<file path="config.mk">
export PLATFORM = sky130hd
export DESIGN_NAME = voice_allocator_flat
export DESIGN_NICKNAME = d
export VERILOG_FILES = /design/src/rtl/synth_pkg.sv /design/src/rtl/voice_allocator_if.sv /design/src/rtl/voice_select.sv /design/src/rtl/voice_allocator.sv /design/src/flat_wrapper.sv
export SDC_FILE = /design/constraint.sdc
export NUM_CORES = 1
export LEC_CHECK = 0
export CORE_ASPECT_RATIO = 1.5
export CORE_UTILIZATION = 41
export CTS_BUF_LIST = sky130_fd_sc_hd__clkbuf_8
export DETAILED_ROUTE_END_ITERATION = 8
export RECOVER_POWER = 50
export SLEW_MARGIN = 20
export SYNTH_ARGS = -nofsm -noshare
export SYNTH_HDL_FRONTEND = slang
export SYNTH_HIERARCHICAL = 1
export SYNTH_SLANG_ARGS = --single-unit
</file>
<file path="constraint.sdc">
create_clock -name clk -period 6.33 [get_ports clk]
set_input_delay 1.266 -clock clk [delete_from_list [all_inputs] [get_ports clk]]
set_output_delay 1.266 -clock clk [all_outputs]
set_load 0.01 [all_outputs]
</file>
<file path="src/rtl/synth_pkg.sv">
// synth_pkg: shared synthesizer constants, including key/voice counts,
// the key index type and the per-key oscillator divisors.
package synth_pkg;
    localparam int NUM_KEYS   = 13;
    localparam int NUM_VOICES = 4;
    localparam int DIV_W      = 10;

    typedef logic [3:0] key_idx_t;

    // 12-TET divisors from low C (1000) to top C (500)
    localparam logic [DIV_W-1:0] NOTE_DIV [NUM_KEYS] = '{
        10'd1000, 10'd944, 10'd891, 10'd841, 10'd794, 10'd749, 10'd707,
        10'd667,  10'd630, 10'd595, 10'd561, 10'd530, 10'd500
    };
endpackage

</file>
<file path="src/rtl/voice_allocator_if.sv">
// voice_allocator_if: key bank in, per-voice oscillator controls out.
interface voice_allocator_if #(
    parameter int NUM_KEYS   = synth_pkg::NUM_KEYS,
    parameter int NUM_VOICES = synth_pkg::NUM_VOICES,
    parameter int DIV_W      = synth_pkg::DIV_W
);
    logic [NUM_KEYS-1:0]                keys;
    logic [NUM_VOICES-1:0]              voice_en;
    logic [NUM_VOICES-1:0]              voice_load;
    logic [NUM_VOICES-1:0][DIV_W-1:0]   voice_div;
    synth_pkg::key_idx_t [NUM_VOICES-1:0] voice_key;
    logic                               overflow;

    modport master (output keys, input voice_en, voice_load, voice_div, voice_key, overflow);
    modport slave  (input keys, output voice_en, voice_load, voice_div, voice_key, overflow);
endinterface

</file>
<file path="src/rtl/voice_select.sv">
// voice_select: finds the voice holding a key, the lowest free voice
// and the oldest active voice (ties to the lowest index).
module voice_select #(
    parameter int NUM_VOICES = synth_pkg::NUM_VOICES,
    parameter int VW         = 2
) (
    input  logic [NUM_VOICES-1:0]              voice_en_i,
    input  logic [NUM_VOICES-1:0][VW-1:0]      age_i,
    input  synth_pkg::key_idx_t [NUM_VOICES-1:0] voice_key_i,
    input  synth_pkg::key_idx_t                key_i,
    output logic [VW-1:0]                      hold_v_o,
    output logic                               hold_ok_o,
    output logic [VW-1:0]                      free_v_o,
    output logic                               free_ok_o,
    output logic [VW-1:0]                      old_v_o,
    output logic                               old_ok_o
);
    always_comb begin
        hold_v_o  = '0;
        hold_ok_o = 1'b0;
        free_v_o  = '0;
        free_ok_o = 1'b0;
        old_v_o   = '0;
        old_ok_o  = 1'b0;
        for (int v = NUM_VOICES - 1; v >= 0; v--) begin
            if (voice_en_i[v] && voice_key_i[v] == key_i) begin
                hold_ok_o = 1'b1;
                hold_v_o  = VW'(v);
            end
            if (!voice_en_i[v]) begin
                free_ok_o = 1'b1;
                free_v_o  = VW'(v);
            end
        end
        for (int v = 0; v < NUM_VOICES; v++)
            if (voice_en_i[v] && (!old_ok_o || age_i[v] > age_i[old_v_o])) begin
                old_ok_o = 1'b1;
                old_v_o  = VW'(v);
            end
    end
endmodule

</file>
<file path="src/rtl/voice_allocator.sv">
// voice_allocator: assigns pressed keys to oscillator voices, one key event per cycle.
// Define VOICE_STEAL_EN to steal the oldest voice when all are busy; otherwise the press is dropped.
module voice_allocator #(
    parameter int NUM_KEYS   = synth_pkg::NUM_KEYS,
    parameter int NUM_VOICES = synth_pkg::NUM_VOICES,
    parameter int DIV_W      = synth_pkg::DIV_W
) (
    input logic              clk,
    input logic              nRst,
    voice_allocator_if.slave bus
);
    import synth_pkg::*;

    localparam int VW = NUM_VOICES > 1 ? $clog2(NUM_VOICES) : 1;
`ifdef VOICE_STEAL_EN
    localparam bit STEAL = 1'b1;
`else
    localparam bit STEAL = 1'b0;
`endif

    logic [NUM_KEYS-1:0]              keys_q, pend_on_q, pend_on_d, pend_off_q, pend_off_d;
    logic [NUM_KEYS-1:0]              rise, fall, srv;
    logic [NUM_VOICES-1:0]            en_q, en_d, load_q, load_d;
    logic                             ovf_q, ovf_d;
    key_idx_t [NUM_VOICES-1:0]        key_q, key_d;
    logic [NUM_VOICES-1:0][DIV_W-1:0] div_q, div_d;
    logic [NUM_VOICES-1:0][VW-1:0]    age_q, age_d;
    logic                             is_off, is_on, upd;
    key_idx_t                         ev_key;
    logic [VW-1:0]                    hold_v, free_v, old_v, tgt, old_age;
    logic                             hold_ok, free_ok, old_ok;

    assign rise   = bus.keys & ~keys_q;
    assign fall   = ~bus.keys & keys_q;
    assign is_off = |pend_off_q;
    assign is_on  = ~is_off & (|pend_on_q);
    assign srv    = NUM_KEYS'(1) << ev_key;

    // Offs take priority over ons; lowest key index wins within a class
    always_comb begin
        ev_key = '0;
        for (int k = NUM_KEYS - 1; k >= 0; k--)
            if (is_off ? pend_off_q[k] : pend_on_q[k]) ev_key = key_idx_t'(k);
    end

    voice_select #(.NUM_VOICES(NUM_VOICES), .VW(VW)) u_sel (
        .voice_en_i (en_q),
        .age_i      (age_q),
        .voice_key_i(key_q),
        .key_i      (ev_key),
        .hold_v_o   (hold_v),
        .hold_ok_o  (hold_ok),
        .free_v_o   (free_v),
        .free_ok_o  (free_ok),
        .old_v_o    (old_v),
        .old_ok_o   (old_ok)
    );

    always_comb begin
        pend_on_d  = (pend_on_q & ~(is_on ? srv : '0) & ~fall) | rise;
        pend_off_d = (pend_off_q & ~(is_off ? srv : '0) & ~rise) | fall;
        en_d    = en_q;
        key_d   = key_q;
        div_d   = div_q;
        age_d   = age_q;
        load_d  = '0;
        ovf_d   = 1'b0;
        upd     = 1'b0;
        tgt     = hold_v;
        old_age = VW'(NUM_VOICES - 1);
        if (is_off && hold_ok) en_d[hold_v] = 1'b0;
        if (is_on) begin
            upd = 1'b1;
            if (hold_ok) old_age = age_q[hold_v];
            else if (free_ok) tgt = free_v;
            else begin
                ovf_d = 1'b1;
                upd   = STEAL && old_ok;
                tgt   = old_v;
            end
        end
        // Younger active voices age by one; the (re)assigned voice becomes the youngest
        if (upd) begin
            for (int v = 0; v < NUM_VOICES; v++)
                if (en_q[v] && age_q[v] < old_age) age_d[v] = age_q[v] + 1'b1;
            age_d[tgt]  = '0;
            en_d[tgt]   = 1'b1;
            key_d[tgt]  = ev_key;
            div_d[tgt]  = NOTE_DIV[ev_key];
            load_d[tgt] = 1'b1;
        end
    end

    always_ff @(posedge clk or negedge nRst) begin
        if (!nRst) begin
            keys_q     <= '0;
            pend_on_q  <= '0;
            pend_off_q <= '0;
            en_q       <= '0;
            load_q     <= '0;
            ovf_q      <= 1'b0;
            key_q      <= '0;
            div_q      <= '0;
            age_q      <= '0;
        end else begin
            keys_q     <= bus.keys;
            pend_on_q  <= pend_on_d;
            pend_off_q <= pend_off_d;
            en_q       <= en_d;
            load_q     <= load_d;
            ovf_q      <= ovf_d;
            key_q      <= key_d;
            div_q      <= div_d;
            age_q      <= age_d;
        end
    end

    assign bus.voice_en   = en_q;
    assign bus.voice_load = load_q;
    assign bus.overflow   = ovf_q;
    assign bus.voice_key  = key_q;
    assign bus.voice_div  = div_q;
endmodule

</file>
<file path="src/flat_wrapper.sv">
// flat-port wrapper written by rule: the top's interface ports become plain ports
module voice_allocator_flat import synth_pkg::*;
#(
    parameter int NUM_KEYS   = synth_pkg::NUM_KEYS,
    parameter int NUM_VOICES = synth_pkg::NUM_VOICES,
    parameter int DIV_W      = synth_pkg::DIV_W
)
  (clk, nRst, bus_keys, bus_voice_en, bus_voice_load, bus_voice_div, bus_voice_key, bus_overflow);
  voice_allocator_if #(.NUM_KEYS(NUM_KEYS), .NUM_VOICES(NUM_VOICES), .DIV_W(DIV_W)) bus_i ();
  input logic clk;
  input logic nRst;
  input wire logic [$bits(bus_i.keys)-1:0] bus_keys;
  output wire logic [$bits(bus_i.voice_en)-1:0] bus_voice_en;
  output wire logic [$bits(bus_i.voice_load)-1:0] bus_voice_load;
  output wire logic [$bits(bus_i.voice_div)-1:0] bus_voice_div;
  output wire logic [$bits(bus_i.voice_key)-1:0] bus_voice_key;
  output wire logic [$bits(bus_i.overflow)-1:0] bus_overflow;
  assign bus_i.keys = bus_keys;
  assign bus_voice_en = bus_i.voice_en;
  assign bus_voice_load = bus_i.voice_load;
  assign bus_voice_div = bus_i.voice_div;
  assign bus_voice_key = bus_i.voice_key;
  assign bus_overflow = bus_i.overflow;
  voice_allocator #(.NUM_KEYS(NUM_KEYS), .NUM_VOICES(NUM_VOICES), .DIV_W(DIV_W)) u_core (.clk(clk), .nRst(nRst), .bus(bus_i));
endmodule
</file>
== After elaboration in Yosys (flattened, before gate mapping) ==
Memory sizes are Yosys's and may differ from the RTL's.
Index checks and enable logic that the tools add are counted.

* RAM bits: 0
* Bits in latches: 0
* Input port bits: 15
* Memories: 1
* Output and inout port bits: 65
* Word-level logic and storage cells: 178
* Bits in read-only memories: 160
* Register bits after elaboration: 112

{| class="wikitable"
|+ Memories
! name !! depth !! width !! rd ports !! clocked after Yosys merged registers in !! write ports !! line !! RTL
|-
| (no name shown) || 16 || 10 || 1 || 0 || 0 || voice_allocator.sv:89 || <nowiki>div_d[tgt] = NOTE_DIV[ev_key];</nowiki>
|}

* Multiplexer cells: 92
* Bitwise logic cells: 22
* Reduce and logical (&&, ||, !) cells: 22
* Equality and inequality tests: 4
* Shifts and indexed selects: 1
* Add/sub/neg operators: 4
* $mul: 0
* Divide/modulo/power cells: 0
* Order comparisons: 14

{| class="wikitable"
|+ Operators with widths
! cell !! number
|-
| 13-bit AND || 6
|-
| 13-bit NOT || 6
|-
| 4-bit two-way mux || 17
|-
| 2-bit two-way mux || 27
|-
| 40-bit bitwise mux || 1
|-
| 1-bit two-way mux || 33
|-
| 10-bit two-way mux || 3
|-
| 13-bit two-way mux || 2
|-
| 13-bit bitwise OR || 2
|-
| 13-bit OR reduction || 2
|-
| 10-bit demux with 2-bit select || 1
|-
| 16-bit bitwise mux || 1
|-
| 4-bit equality test || 4
|-
| 1-bit logical AND || 14
|-
| 1-bit by 4-bit left shift with 13-bit output, first input constant || 1
|-
| 2-bit binary-select mux with 2-bit select || 3
|-
| 2-bit by 3-bit < comparator with 1-bit output, second input constant || 4
|-
| 2-bit by 1-bit adder with 2-bit output, second input constant || 4
|-
| 8-bit AND || 1
|-
| 4-bit demux with 2-bit select || 1
|-
| 2-bit < comparator || 4
|-
| 8-bit NOT || 1
|-
| 2-bit greater-than comparator || 3
|-
| 5-bit >= comparator, second input constant || 1
|-
| 11 further kinds || 17
|}

== Longest topological paths before layout ==
* Depth after elaboration: 30
* Depth in mapped cells: 26
* Mapped depth without buffers: 25

== Cells and area by module ==
The synthesis kept the hierarchy.

{| class="wikitable"
|+ Modules (own cells, without submodules)
! module !! sequential area each (um^2) !! area each (um^2) !! cells each !! times used
|-
| voice_allocator || 2,802.7 || 5,260.0 || 507 || 1
|-
| voice_select || 0.0 || 490.5 || 69 || 1
|}

== Least setup slack after synthesis ==
No wires, ideal clock.

* Path type: reg-to-reg
* From: register u_core.pend_off_q[1]
* To: register u_core/age_q[1] (netlist name)
* Stages on the path, launching flop included: 17
* Required time: 6,209 ps
* Arrival time: 4,735 ps
* Buffers on the path: 1
* Setup time: 121 ps
* Clock period less this slack: 4,857 ps
* Setup slack: 1,473 ps
* Path through: dfrtp_1 > nor4_2 > buf_4 > a41oi_1 > a2111oi_0 > nor4_1 > a31oi_1 > xor2_1 > nor4_1 > a21oi_1 > nor2_1 > mux4_2 > nor3b_1 > ha_1 > nor3b_2 > xnor2_1 > nor2_1

* Elaborated cells on any way between the ends: 64
* Classes of those cells: order compare (3); eq/ne (4); mux (46); bitwise (4); reduce/logical (7)

{| class="wikitable"
|+ RTL lines
! what !! line !! RTL
|-
| from (decl) || voice_allocator.sv:21 || <nowiki>logic [NUM_KEYS-1:0] keys_q, pend_on_q, pend_on_d, pend_off_q, pend_off_d;</nowiki>
|-
| from (signal assigned) || voice_allocator.sv:108 || <nowiki>pend_off_q <= pend_off_d;</nowiki>
|-
| 13-bit OR reduction || voice_allocator.sv:35 || <nowiki>assign is_off = |pend_off_q;</nowiki>
|-
| 1-bit two-way mux || voice_allocator.sv:43 || <nowiki>if (is_off ? pend_off_q[k] : pend_on_q[k]) ev_key = key_idx_t'(k);</nowiki>
|-
| 4-bit two-way mux (11 in series) || voice_allocator.sv:43 ||
|-
| 4-bit two-way mux (*) || voice_allocator.sv:43 ||
|-
| named net u_core.ev_key[0] || voice_allocator.sv:29 || <nowiki>key_idx_t ev_key;</nowiki>
|-
| 4-bit equality test || voice_select.sv:26 || <nowiki>if (voice_en_i[v] && voice_key_i[v] == key_i) begin</nowiki>
|-
| 1-bit logical AND || voice_select.sv:26 ||
|-
| 2-bit two-way mux (3 in series) || voice_select.sv:26 ||
|-
| (+1 left out) || -- ||
|-
| named net u_core.hold_v[0] || voice_allocator.sv:30 || <nowiki>logic [VW-1:0] hold_v, free_v, old_v, tgt, old_age;</nowiki>
|-
| (+1 left out) || -- ||
|-
| 2-bit two-way mux (not written as such) || voice_allocator.sv:74 || <nowiki>if (hold_ok) old_age = age_q[hold_v];</nowiki>
|-
| 2-bit two-way mux || voice_allocator.sv:74 ||
|-
| 2-bit two-way mux || voice_allocator.sv:72 || <nowiki>if (is_on) begin</nowiki>
|-
| 2-bit < comparator || voice_allocator.sv:85 || <nowiki>if (en_q[v] && age_q[v] < old_age) age_d[v] = age_q[v] + 1'b1;</nowiki>
|-
| 1-bit logical AND || voice_allocator.sv:85 ||
|-
| 2-bit two-way mux || voice_allocator.sv:85 ||
|-
| 2-bit two-way mux || voice_allocator.sv:83 || <nowiki>if (upd) begin</nowiki>
|-
| 8-bit AND (no source line) (*) || -- ||
|-
| to (signal assigned) || voice_allocator.sv:114 || <nowiki>age_q <= age_d;</nowiki>
|-
| to (decl) || voice_allocator.sv:27 || <nowiki>logic [NUM_VOICES-1:0][VW-1:0] age_q, age_d;</nowiki>
|}

Mark *: on every way through the listed nets, which the timed path passes. The rest lies on a longest branch. The select of a mux whose other input is x is not followed.
A chain may end at the register's enable or synchronous reset.

== Worst setup path in the final report ==
* From: register u_core.pend_off_q[5]
* To: register u_core/age_q[3] (netlist name)

The elaborated chain is that of the path after synthesis.

==> qor.csv <==
metric,value,unit
status,finished with violations,
failing checks,"max-capacitance violations, max-slew violations",
# IOs,80,
share of layout cells above drive strength 1,10.5,%
MaxCap Viol Count,1,
CP endpoint,u_core/age_q[3],
# rows,52,
Worst Skew,0.0112,ns
number of hold buffers added after CTS,0,
power share of the clock group,26.3,%
antenna cells,0,
LEAKAGE,3.05,nW
layout net count,684,
Post-CTS Setup Inserts,0,
f_max,173,MHz
setup_tns,0,ns
unrepaired setup endpoints after global routing,false,
synth warn,6,
min Tclk post-route,5.77,ns
Final Core Density,50.3,%
final wirelength,15.8,mm
Longest Clk Path Bufs,2,
routed length per instance,19.3,µm
Die X-Extent,98.6,µm
r2r setup slk,0.56,ns
Die Ht,147,µm
first-pass GRT wire length,25.5,mm
drt first pass iters,5,
R2R depth,16,
Fin. Hold Viols,0,
# H-tree levels,3,
Int Power,0.00103,W
"commonest non-fill, non-tap cell in the layout",dfrtp_1,
Post-Syn Nets,606,
Resize count post-CTS,0,
crit path kind,register to register,
antenna violations before repair,0,
RD Place Congestion,0.931,
max-slew violation total from the final report,66,
DRT iter0 DRCs,233,
Hold Path Stages,2,
CP Max Fanout,9,
clk root buf,clkbuf_8,
Port Buffer Count,79,
pwr dens,222,nW/µm²
Avg Vias per Cell,5.65,
Residual DRC,0,
HPWL Detailed,11.9,mm
Sw Share,32.6,%
Max-Slew Margin vs Limit,-131,%
"commonest non-fill, non-tap cells in the layout","dfrtp_1, nand2_1, clkdlybuf4s50_1",
Peak VDD IR,0.000108,V
Clock transition at path regs,0.10,ns
Mapped Area,5740,µm²
worst skew pair latency,0.37,ns
worst hold path type,register to register,
Post-Synthesis Cells,574,
Antenna Nets Post-Route,0,
combinational group share of total power,21.1,%
Slew @ Worst Pin,3.47,ns
Core ar.,13600,µm²
Synth-to-Final Area Change,19.3,%
via count,4623,
NetSw,0.000496,W
syn avg cell area,10.0,µm²
CP endpoint kind,register,
clock sink total,112,
arrival time worst endpoint,6.01,ns
gr usage total,23.1,%
vias in the first global route,4686,
gr ovfl total,0,
launch point of the critical path,u_core/pend_off_q[5],
Sequential Power Share,52.5,%
Startpoint Class,register,
CTS Buf Count,9,
die footprint,14500,µm²
starting density of the core,42.2,%
r2r endpoint,u_core/age_q[3],
final setup violation count,0,
crit share post-route,91.2,%
largest net degree at the start of global routing,66,
Critical Path RT,6.57,ns
reg-to-reg startpoint,u_core/pend_off_q[5],
CTS tree,built,
registers in the layout (all words and copies together), names as in the netlist:
register               flops
u_core/bus.voice_key      16
u_core/pend_off_q         13
u_core/keys_q             13
u_core/bus.voice_load      4
u_core/bus.overflow        1
u_core/age_q               8
u_core/bus.voice_div      40
u_core/pend_on_q          13
u_core/bus.voice_en        4
power by group through the flow:
stage / clock (W) / sequential, W / combinational, W
finish: 0.000401 / 0.000800 / 0.000321
global route: 0.000450 / 0.000806 / 0.000354
CTS: 0.000421 / 0.000799 / 0.000327
detailed placement: 0 / 0.000813 / 0.000325
global placement: 0 / 0.000812 / 0.000323
floorplan: 0 / 0.000797 / 0.000208
worst min-delay path by stage:
stage / slack (ns) / startpoint / end
CTS: 0.49 / u_core/keys_q[3] / u_core/pend_on_q[3]
global route: 0.52 / u_core/bus.voice_div[9] / u_core/bus.voice_div[9]
floorplan: 0.45 / u_core/keys_q[0] / u_core/pend_on_q[0]
detailed placement: 0.47 / u_core/bus.voice_div[9] / u_core/bus.voice_div[9]
finish: 0.49 / u_core/bus.voice_div[9] / u_core/bus.voice_div[9]
global placement: 0.46 / u_core/keys_q[3] / u_core/pend_on_q[3]
critical path: stages, from the launching register on:
cell      delay [ns]
dfrtp_1         0.46
nor3_1          0.49
nor3b_1         0.62
a211oi_1        0.20
or3b_4          0.46
nand2_4         0.15
inv_2           0.14
xor2_1          0.20
nor4_1          0.48
a21oi_1         0.09
nor2_1          0.42
mux4_2          0.56
nor3b_1         0.55
ha_1            0.37
nor3b_2         0.24
xnor2_1         0.15
nor2_1          0.06
metrics by stage:
stage / instance area (µm²) / instances / power [W] / hold WS (ns) / setup WS [ns]
floorplan: 5740 / 574 / 0.00100 / 0.450 / 1.47
global placement: 6670 / 803 / 0.00113 / 0.458 / 0.780
detailed placement: 6670 / 803 / 0.00114 / 0.469 / 0.695
CTS: 6850 / 818 / 0.00155 / 0.494 / 0.623
global route: 6850 / 818 / 0.00161 / 0.521 / 0.245
finish: 6850 / 818 / 0.00152 / 0.490 / 0.559
area by class of cell:
| cell class | count | area [µm²] |
|---|---|---|
| tap | 162 | 203 |
| inverter | 29 | 116 |
| fill | 1253 | 6750 |
| clock buffer | 10 | 138 |
| sequential | 112 | 2800 |
| clock inverter | 5 | 41.3 |
| timing repair buffer | 83 | 812 |
| multi-input combinational | 417 | 2730 |
routing by layer:
layer  routed length (µm)  track usage, %  part of all wire, %
met1                 6060            26.4                   38
met2                 8820            42.9                   56
met3                  583            3.81                  3.7
met4                  348            8.13                  2.2
met5                    0               0                    0
No activity file was read; power rests on OpenSTA's default activity.
